$ cat config.mk
export PLATFORM = sky130hd
export DESIGN_NAME = updown_counter_mod_flat
export DESIGN_NICKNAME = d
export VERILOG_FILES = /design/src/rtl/updown_counter_mod_if.sv /design/src/rtl/updown_counter_mod.sv /design/src/flat_wrapper.sv
export SDC_FILE = /design/constraint.sdc
export NUM_CORES = 1
export LEC_CHECK = 0
export CORE_AREA = 4 4 41 43
export CTS_CLUSTER_SIZE = 8
export DETAILED_ROUTE_END_ITERATION = 8
export DIE_AREA = 0 0 45 47
export GPL_TIMING_DRIVEN = 0
export PLACE_DENSITY = 0.67
export SYNTH_ARGS = -nofsm -noshare
export SYNTH_HDL_FRONTEND = slang
export SYNTH_SLANG_ARGS = --single-unit
$ cat constraint.sdc
create_clock -name clk -period 5.2 [get_ports clk]
set_clock_uncertainty 0.2 [all_clocks]
set_input_delay 0.78 -clock clk [delete_from_list [all_inputs] [get_ports clk]]
set_output_delay 0.78 -clock clk [all_outputs]
set_load 0.01 [all_outputs]
$ cat src/rtl/updown_counter_mod_if.sv
// Bus bundle for one updown_counter_mod stage: control/load inputs and count/cascade outputs.
interface updown_counter_mod_if #(
  parameter int WIDTH = 4
);
  logic             load;
  logic             en;
  logic             ci;
  logic             dn;
  logic [WIDTH-1:0] d;
  logic [WIDTH-1:0] q;
  logic             co;
  logic             ovf;

  modport master (
    output load, en, ci, dn, d,
    input  q, co, ovf
  );

  modport slave (
    input  load, en, ci, dn, d,
    output q, co, ovf
  );
endinterface

$ cat src/rtl/updown_counter_mod.sv
// Programmable-modulus up/down counter stage with load, cascade carry and sticky overflow.
// Define UDC_SATURATE_EN to make the counter hold at the terminal value instead of wrapping.
module updown_counter_mod #(
  parameter int WIDTH   = 4,
  parameter int MODULUS = 2 ** WIDTH
) (
  input  logic                 clk,
  input  logic                 mr_n,
  updown_counter_mod_if.slave  bus
);

  localparam logic [WIDTH:0] MOD_EXT = (WIDTH + 1)'(MODULUS);
  localparam logic [WIDTH:0] MAX_EXT = (WIDTH + 1)'(MODULUS - 1);
  localparam logic [WIDTH:0] ONE_EXT = (WIDTH + 1)'(1);

  logic [WIDTH-1:0] q_q, q_d;
  logic             ovf_q, ovf_d;

  logic [WIDTH:0]   q_ext;
  logic [WIDTH:0]   d_ext;
  logic [WIDTH:0]   tc;
  logic [WIDTH:0]   nxt;
  logic             step;
  logic             at_tc;
  logic             wrap;

  always_comb begin
    q_ext = {1'b0, q_q};
    d_ext = {1'b0, bus.d};
    tc    = bus.dn ? '0 : MAX_EXT;
    at_tc = (q_ext == tc);
    step  = bus.en & bus.ci & ~bus.load;
    nxt   = bus.dn ? (q_ext - ONE_EXT) : (q_ext + ONE_EXT);
    // Extra bit exposes the borrow on down-count; up-wrap compares to MODULUS, not 2**WIDTH.
    wrap  = bus.dn ? nxt[WIDTH] : (nxt == MOD_EXT);

    q_d   = q_q;
    ovf_d = ovf_q;
    if (bus.load) begin
      q_d   = (d_ext > MAX_EXT) ? MAX_EXT[WIDTH-1:0] : bus.d;
      ovf_d = 1'b0;
    end else if (step) begin
      if (wrap) begin
        ovf_d = 1'b1;
`ifdef UDC_SATURATE_EN
        q_d   = q_q;
`else
        q_d   = bus.dn ? MAX_EXT[WIDTH-1:0] : '0;
`endif
      end else begin
        q_d = nxt[WIDTH-1:0];
      end
    end
  end

  always_ff @(posedge clk or negedge mr_n) begin
    if (!mr_n) begin
      q_q   <= '0;
      ovf_q <= 1'b0;
    end else begin
      q_q   <= q_d;
      ovf_q <= ovf_d;
    end
  end

  assign bus.q   = q_q;
  assign bus.ovf = ovf_q;
  assign bus.co  = step & at_tc;

endmodule

$ cat src/flat_wrapper.sv
// flat-port wrapper written by rule: the top's interface ports become plain ports
module updown_counter_mod_flat 
#(
  parameter int WIDTH   = 4,
  parameter int MODULUS = 2 ** WIDTH
)
  (clk, mr_n, bus_load, bus_en, bus_ci, bus_dn, bus_d, bus_q, bus_co, bus_ovf);
  updown_counter_mod_if #(.WIDTH(WIDTH)) bus_i ();
  input  logic clk;
  input  logic mr_n;
  input wire logic [$bits(bus_i.load)-1:0] bus_load;
  input wire logic [$bits(bus_i.en)-1:0] bus_en;
  input wire logic [$bits(bus_i.ci)-1:0] bus_ci;
  input wire logic [$bits(bus_i.dn)-1:0] bus_dn;
  input wire logic [$bits(bus_i.d)-1:0] bus_d;
  output wire logic [$bits(bus_i.q)-1:0] bus_q;
  output wire logic [$bits(bus_i.co)-1:0] bus_co;
  output wire logic [$bits(bus_i.ovf)-1:0] bus_ovf;
  assign bus_i.load = bus_load;
  assign bus_i.en = bus_en;
  assign bus_i.ci = bus_ci;
  assign bus_i.dn = bus_dn;
  assign bus_i.d = bus_d;
  assign bus_q = bus_i.q;
  assign bus_co = bus_i.co;
  assign bus_ovf = bus_i.ovf;
  updown_counter_mod #(.WIDTH(WIDTH), .MODULUS(MODULUS)) u_core (.clk(clk), .mr_n(mr_n), .bus(bus_i));
endmodule
==> out/metrics.cfg, run 1 <==
[clock_tree]
h-tree-depth = 1
hold_buffers = 0
clk_pin_slew_ns = 0.04
cts_buffer_depth = 2
clock_latency_ns = 0.24
cts_made_buffers = 3
cts_tree = yes
cts.sinks = 5
post_cts_buffers = 0
clockRootBuffer = clkbuf_4
cts_resized = 0

[sta]
hold_slack_ns = 0.3399
setup_viol = 0
min_period_over_period = 0.7032
tightest_slew_ns = 0.4158
min_period_ns = 3.657
setup_tns_ns = 0
fmax_mhz = 273.5
rsz0062_at_grt = no
final-hold-violation-count = 0
max_slew_margin = 0.7228
maxSlewViolCount = 0

[synth]
post-synth-top-area-fraction = 0.2494
synthFlopType = dfrtp_1
synth_area_leader_cell = dfrtp_1
synth.distinct_cells = 29
syn_inst = 55
ys_ff_latch = 5
syn_avg_cell_area_sq_um = 9.122
synth-edff-count = 0
async_reset_ff_frac = 1.000
ys_seq_area_frac = 0.2494
yosys-top-cells-area = dfrtp_1, ha_1, o21ai_0, fa_1, nor2_1
syn_nets = 70
ys_warn_count = 0
synthesis.area_sq_um = 501.7

[power]
power_mw = 0.1622
internal_power_mw = 0.1086
swShare = 0.3301
ir_worst_vdd_uv = 138.6
p_clk_frac = 0.276
p_seq_frac = 0.304
power_frac_comb = 0.421
power_density_nw_per_um2 = 232.7
p_switching_mw = 0.05352
p_leak_nw = 0.2896

[die]
rows = 13
die_area_sq_um = 2115
ios = 16
start_util = 0.3856
die_w_um = 45
die_h_um = 47
core_area_sq_um = 1301

[finish]
multi_input_area_sq_um = 357.8
drive_gt1_frac = 0.1486
seqCellArea_sq_um = 125.1
antenna_cells = 0
post-route-cell-area_sq_um = 696.9
syn_to_final_growth_pct = 38.90
nNetsFinal = 90
fill_cells = 135

[critical_path]
crit_type = in -> out
start_kind = primary input
worstPathArrival_ns = 2.68
cp.required_ns = 4.22
crit_path_max_fanout = 8
critPathCaptureType = output port

[grt]
grt_max_degree = 11
antenna_found_initial = 0
grt_pass1_wl_um = 1904
grt_util_all_layers = 0.1265
grt_pass1_vias = 453
overflow = 0

[outcome]
status = finished clean

[placed_design]
hpwl_um = 937.4
gp_congestion = 0.7802
io_buffers = 15
placed_area_sq_um = 670.6

[run]
drv_cap = 0

[route]
postRouteWirelength_um = 1162
route.vias.total = 480
drt-initial-drc-count = 8
avgRoutedWirePerCell_um = 13.06
drc = 0
first_pass_iters = 4
vias_per_cell = 5.393
ant_nets = 0

[hold_path]
hp-class = reg -> reg

==> synth_stat cells (all sizes together) (2+ instances only) <==
cell type and count:
nand2 4, dfrtp 5, ha 4, a21oi 3
clkbuf 2, and3 3, o21ai 6, nand3 2
xnor2 2, a21boi 2, and3b 2, nor3b 2
nor2 5
==> placed cells by master (no fill, tap or decap) <==
master | netlist | final
nand4b_1 | 1 | 1
and2_1 | 1 | 1
fa_1 | 1 | 1
a211oi_1 | 1 | 1
a21oi_2 | 1 | 1
nor2_1 | 5 | 5
buf_6 | 1 | 1
o41ai_2 | 1 | 1
nand3_2 | 1 | 1
clkdlybuf4s50_1 | 0 | 15
o22ai_1 | 1 | 1
and3_2 | 2 | 2
nand3_1 | 1 | 1
clkbuf_1 | 2 | 3
and3_4 | 1 | 1
a21boi_0 | 2 | 2
a21oi_1 | 2 | 2
clkbuf_4 | 0 | 3
nand2_1 | 4 | 4
xnor2_1 | 2 | 2
a221oi_2 | 1 | 1
o211a_1 | 1 | 1
dfrtp_1 | 5 | 5
nor3b_1 | 2 | 2
ha_1 | 4 | 4
and3b_1 | 2 | 2
a31oi_1 | 1 | 1
o21ai_0 | 6 | 6
a22o_1 | 1 | 1
nor3_1 | 1 | 1
o31a_1 | 1 | 1
==> power groups by stage <==
stage                     Sequential, mW  Combinational, mW  Clock, mW
after detailed placement          0.0498             0.0683          0
after CTS                         0.0492             0.0689     0.0464
after global placement            0.0496             0.0677          0
after global routing              0.0503             0.0759     0.0498
after floorplan                   0.0508             0.0415          0
final                             0.0492             0.0682     0.0447
==> critical path: stages <==
cell and delay [ns]:
clkdlybuf4s50_1 0.58, ha_1 0.50, nand4b_1 0.12, nor3_1 0.14, clkdlybuf4s50_1 0.56
==> registers in the layout, summed over array words and instances (netlist names) <==
register,cells
u_core.bus.q,4
u_core.bus.ovf,1
==> final timing paths <==
path	from	endpoint	slack, ns	cells after the start
setup / recovery	bus_dn	bus_co	1.54	5
hold / removal	u_core.bus.ovf$_DFFE_PN0P_	u_core.bus.ovf$_DFFE_PN0P_	0.34	1
setup reg to reg	u_core.bus.q[0]$_DFFE_PN0P_	u_core.bus.q[0]$_DFFE_PN0P_	3.14	5
hold reg to reg	u_core.bus.ovf$_DFFE_PN0P_	u_core.bus.ovf$_DFFE_PN0P_	0.34	1
max in group asynchronous	mr_n	u_core.bus.q[3]$_DFFE_PN0P_	4.05	1
min in group asynchronous	mr_n	u_core.bus.q[1]$_DFFE_PN0P_	0.56	1
==> layout make-up <==
| type | instances | share of cell area |
|---|---|---|
| well taps | 15 | 0.02693 |
| plain buffers | 3 | 0.02693 |
| flip-flops and latches | 5 | 0.1795 |
| multi-input cells | 47 | 0.5135 |
| repair buffers | 15 | 0.2154 |
| clock buffers | 4 | 0.03770 |
==> routing by layer <==
| metal | track usage | share of wire | up-vias |
|---|---|---|---|
| met5 | 0 | 0 | - |
| met4 | 0.05263 | 0.010 | 0 |
| met3 | 0.06513 | 0.078 | 2 |
| met2 | 0.2119 | 0.48 | 13 |
| met1 | 0.1346 | 0.43 | 220 |
| li1 | - | - | 245 |
==> logic make-up (layout without fill, tap and decap cells) <==
family,count (synthesis),after routing,synth area share
xor+xnor,2,2,0.03492
fa+ha+maj,5,5,0.1397
flops,5,5,0.2494
buf+inv,3,22,0.03741
compound gates,19,19,0.2843
simple gates,21,21,0.2543
==> metrics by stage <==
stage / cells / util / worst slack, ns
finish: 89 / 0.5356 / 1.543
detailed placement: 85 / 0.5154 / 1.531
CTS: 89 / 0.5356 / 1.531
floorplan: 55 / - / 2.706
global placement: 85 / 0.5154 / 1.581
global route: 89 / 0.5356 / 1.379
Power figures use the tool's default switching activity.
==> inputs of run 2 (changes only) <==
- PLACE_DENSITY: 0.67 -> 0.7
- clock period: 5.2 -> 3.1 ns (I/O delays scaled with it)
==> out/metrics.cfg, run 2 (synthesis gave the netlist of run 1 again) <==
[finish]
largest_reg_flops = 4  ; unchanged
layout_common_cells = clkdlybuf4s50_1, o21ai_0, nor2_1, dfrtp_1, nand2_1
antenna_cells = 0  ; unchanged
syn_to_final_growth_pct = 39.90
post-route-cell-area_sq_um = 701.9  ; +0.72%
final_util = 0.5394  ; +0.003846
final_common_cell = clkdlybuf4s50_1
drive_gt1_frac = 0.1622  ; +0.01351
nNetsFinal = 90  ; unchanged

[critical_path]
r2r_cells = 5  ; unchanged
worstPathArrival_ns = 2.06  ; -0.62 ns
cp.required_ns = 2.43  ; -1.79 ns
crit_type = in -> out
critPathCaptureType = output port
start_kind = primary input
crit_path_max_fanout = 10  ; +2

[clock_tree]
h-tree-depth = 1  ; unchanged
cts_buffer_depth = 2  ; unchanged
cts.sinks = 5  ; unchanged
clockRootBuffer = clkbuf_4
cts_made_buffers = 3  ; unchanged
clk_pin_slew_ns = 0.05  ; about the same
clock_latency_ns = 0.25  ; about the same
cts_tree = yes

[die]
ios = 16  ; unchanged
rows = 13  ; unchanged
die_area_sq_um = 2115  ; unchanged
core_area_sq_um = 1301  ; unchanged
start_util = 0.3856  ; unchanged
die_h_um = 47  ; unchanged
die_w_um = 45  ; unchanged

[outcome]
status = finished clean

[route]
avgRoutedWirePerCell_um = 12.49  ; -4.3%
drc = 0  ; unchanged
first_pass_iters = 4  ; unchanged
drt-initial-drc-count = 12  ; +4
postRouteWirelength_um = 1112  ; -4.3%
ant_nets = 0  ; unchanged
route.vias.total = 483  ; +0.63%
vias_per_cell = 5.427  ; +0.62%

[sta]
final-hold-violation-count = 0  ; unchanged
tightest_slew_ns = 0.4307  ; +0.01490 ns
min_period_over_period = 0.8786
setup_slack_ns = 0.3764  ; -1.167 ns
setup_viol = 0  ; unchanged
maxSlewViolCount = 0  ; unchanged
fmax_mhz = 367.2
hold_slack_ns = 0.2391  ; -0.1008 ns
min_period_ns = 2.724
max_slew_margin = 0.7129  ; -0.009935
rsz0062_at_grt = no
setup_tns_ns = 0  ; unchanged

[placed_design]
hpwl_um = 880.4  ; -6.1%
placed_area_sq_um = 670.6  ; unchanged
io_buffers = 15  ; unchanged
place_ws_ns = 0.09739  ; -1.434 ns
gp_congestion = 0.7748  ; -0.69%

[power]
power_density_nw_per_um2 = 390.5  ; +68%
ir_worst_vdd_uv = 319.7  ; +130%
p_leak_nw = 0.2971  ; +2.6%

[grt]
grt_pass1_vias = 441  ; -2.6%
overflow = 0  ; unchanged
grt_util_all_layers = 0.1186  ; -0.007861
grt_pass1_wl_um = 1849  ; -2.9%
antenna_found_initial = 0  ; unchanged
grt_max_degree = 11  ; unchanged

[hold_path]
hp-class = in -> async

[run]
drv_cap = 0  ; unchanged

## run 2: cell count changes in the layout (fill, tap and decap cells not counted)
| cell | delta |
|---|---|
| clkdlybuf4s50_1 | -1 |
| ha_2 | +1 |
| dlymetal6s2s_1 | +1 |
| ha_1 | -1 |
## run 2: worst max-delay path, cell delays in order
cell	delay (ns)
clkdlybuf4s50_1	0.43
clkbuf_1	0.24
nand4b_1	0.23
nor3_1	0.13
clkdlybuf4s50_1	0.56
## run 2: path summary, 6_finish.rpt
path | slack, ns | end | from
worst max-delay path | 0.38 | bus_co | bus_load
worst min-delay path | 0.24 | u_core.bus.ovf$_DFFE_PN0P_ | mr_n
worst max register to register | 1.05 | u_core.bus.q[0]$_DFFE_PN0P_ | u_core.bus.q[0]$_DFFE_PN0P_
worst min register to register | 0.34 | u_core.bus.ovf$_DFFE_PN0P_ | u_core.bus.ovf$_DFFE_PN0P_
max in group asynchronous | 2.26 | u_core.bus.q[2]$_DFFE_PN0P_ | mr_n
min in group clk | 0.34 | u_core.bus.ovf$_DFFE_PN0P_ | u_core.bus.ovf$_DFFE_PN0P_
## run 2: power by group
group	switching, mW	leakage [nW]	internal, mW
clock network	0.0280	0.0150	0.0488
registers	0.00990	0.0616	0.0724
logic	0.0531	0.221	0.0619
## run 2: per-layer routing
metal,wire length (um),GRT usage
met5,0,0
met4,0,0.02339
met3,110,0.04981
met2,476,0.1836
met1,526,0.1558
## run 2: cell type report
cell class	count	area, sq um
fill	132	599.3
buffer	3	18.77
multi-input combinational	47	360.3
sequential	5	125.1
clock buffer	4	26.28
tap	15	18.77
timing repair buffer	15	152.6
## run 2: what timing repair did
action | in CTS | in global routing
hold buffers | 0 | 0
setup endpoints to repair | 0 | 1
resized for setup | 0 | 2
setup buffers | 0 | 0
## run 2: through the flow
step	cells	power, mW
floorplan	55	0.1547
global placement	85	0.1967
detailed placement	85	0.1975
CTS	89	0.2759
global route	89	0.2958
finish	89	0.2741
==> inputs of run 3 (changes only) <==
- GPL_ROUTABILITY_DRIVEN: default -> 1
==> results of run 3 <==
No change in the layout: final DEF, timing and power equal those of run 2.
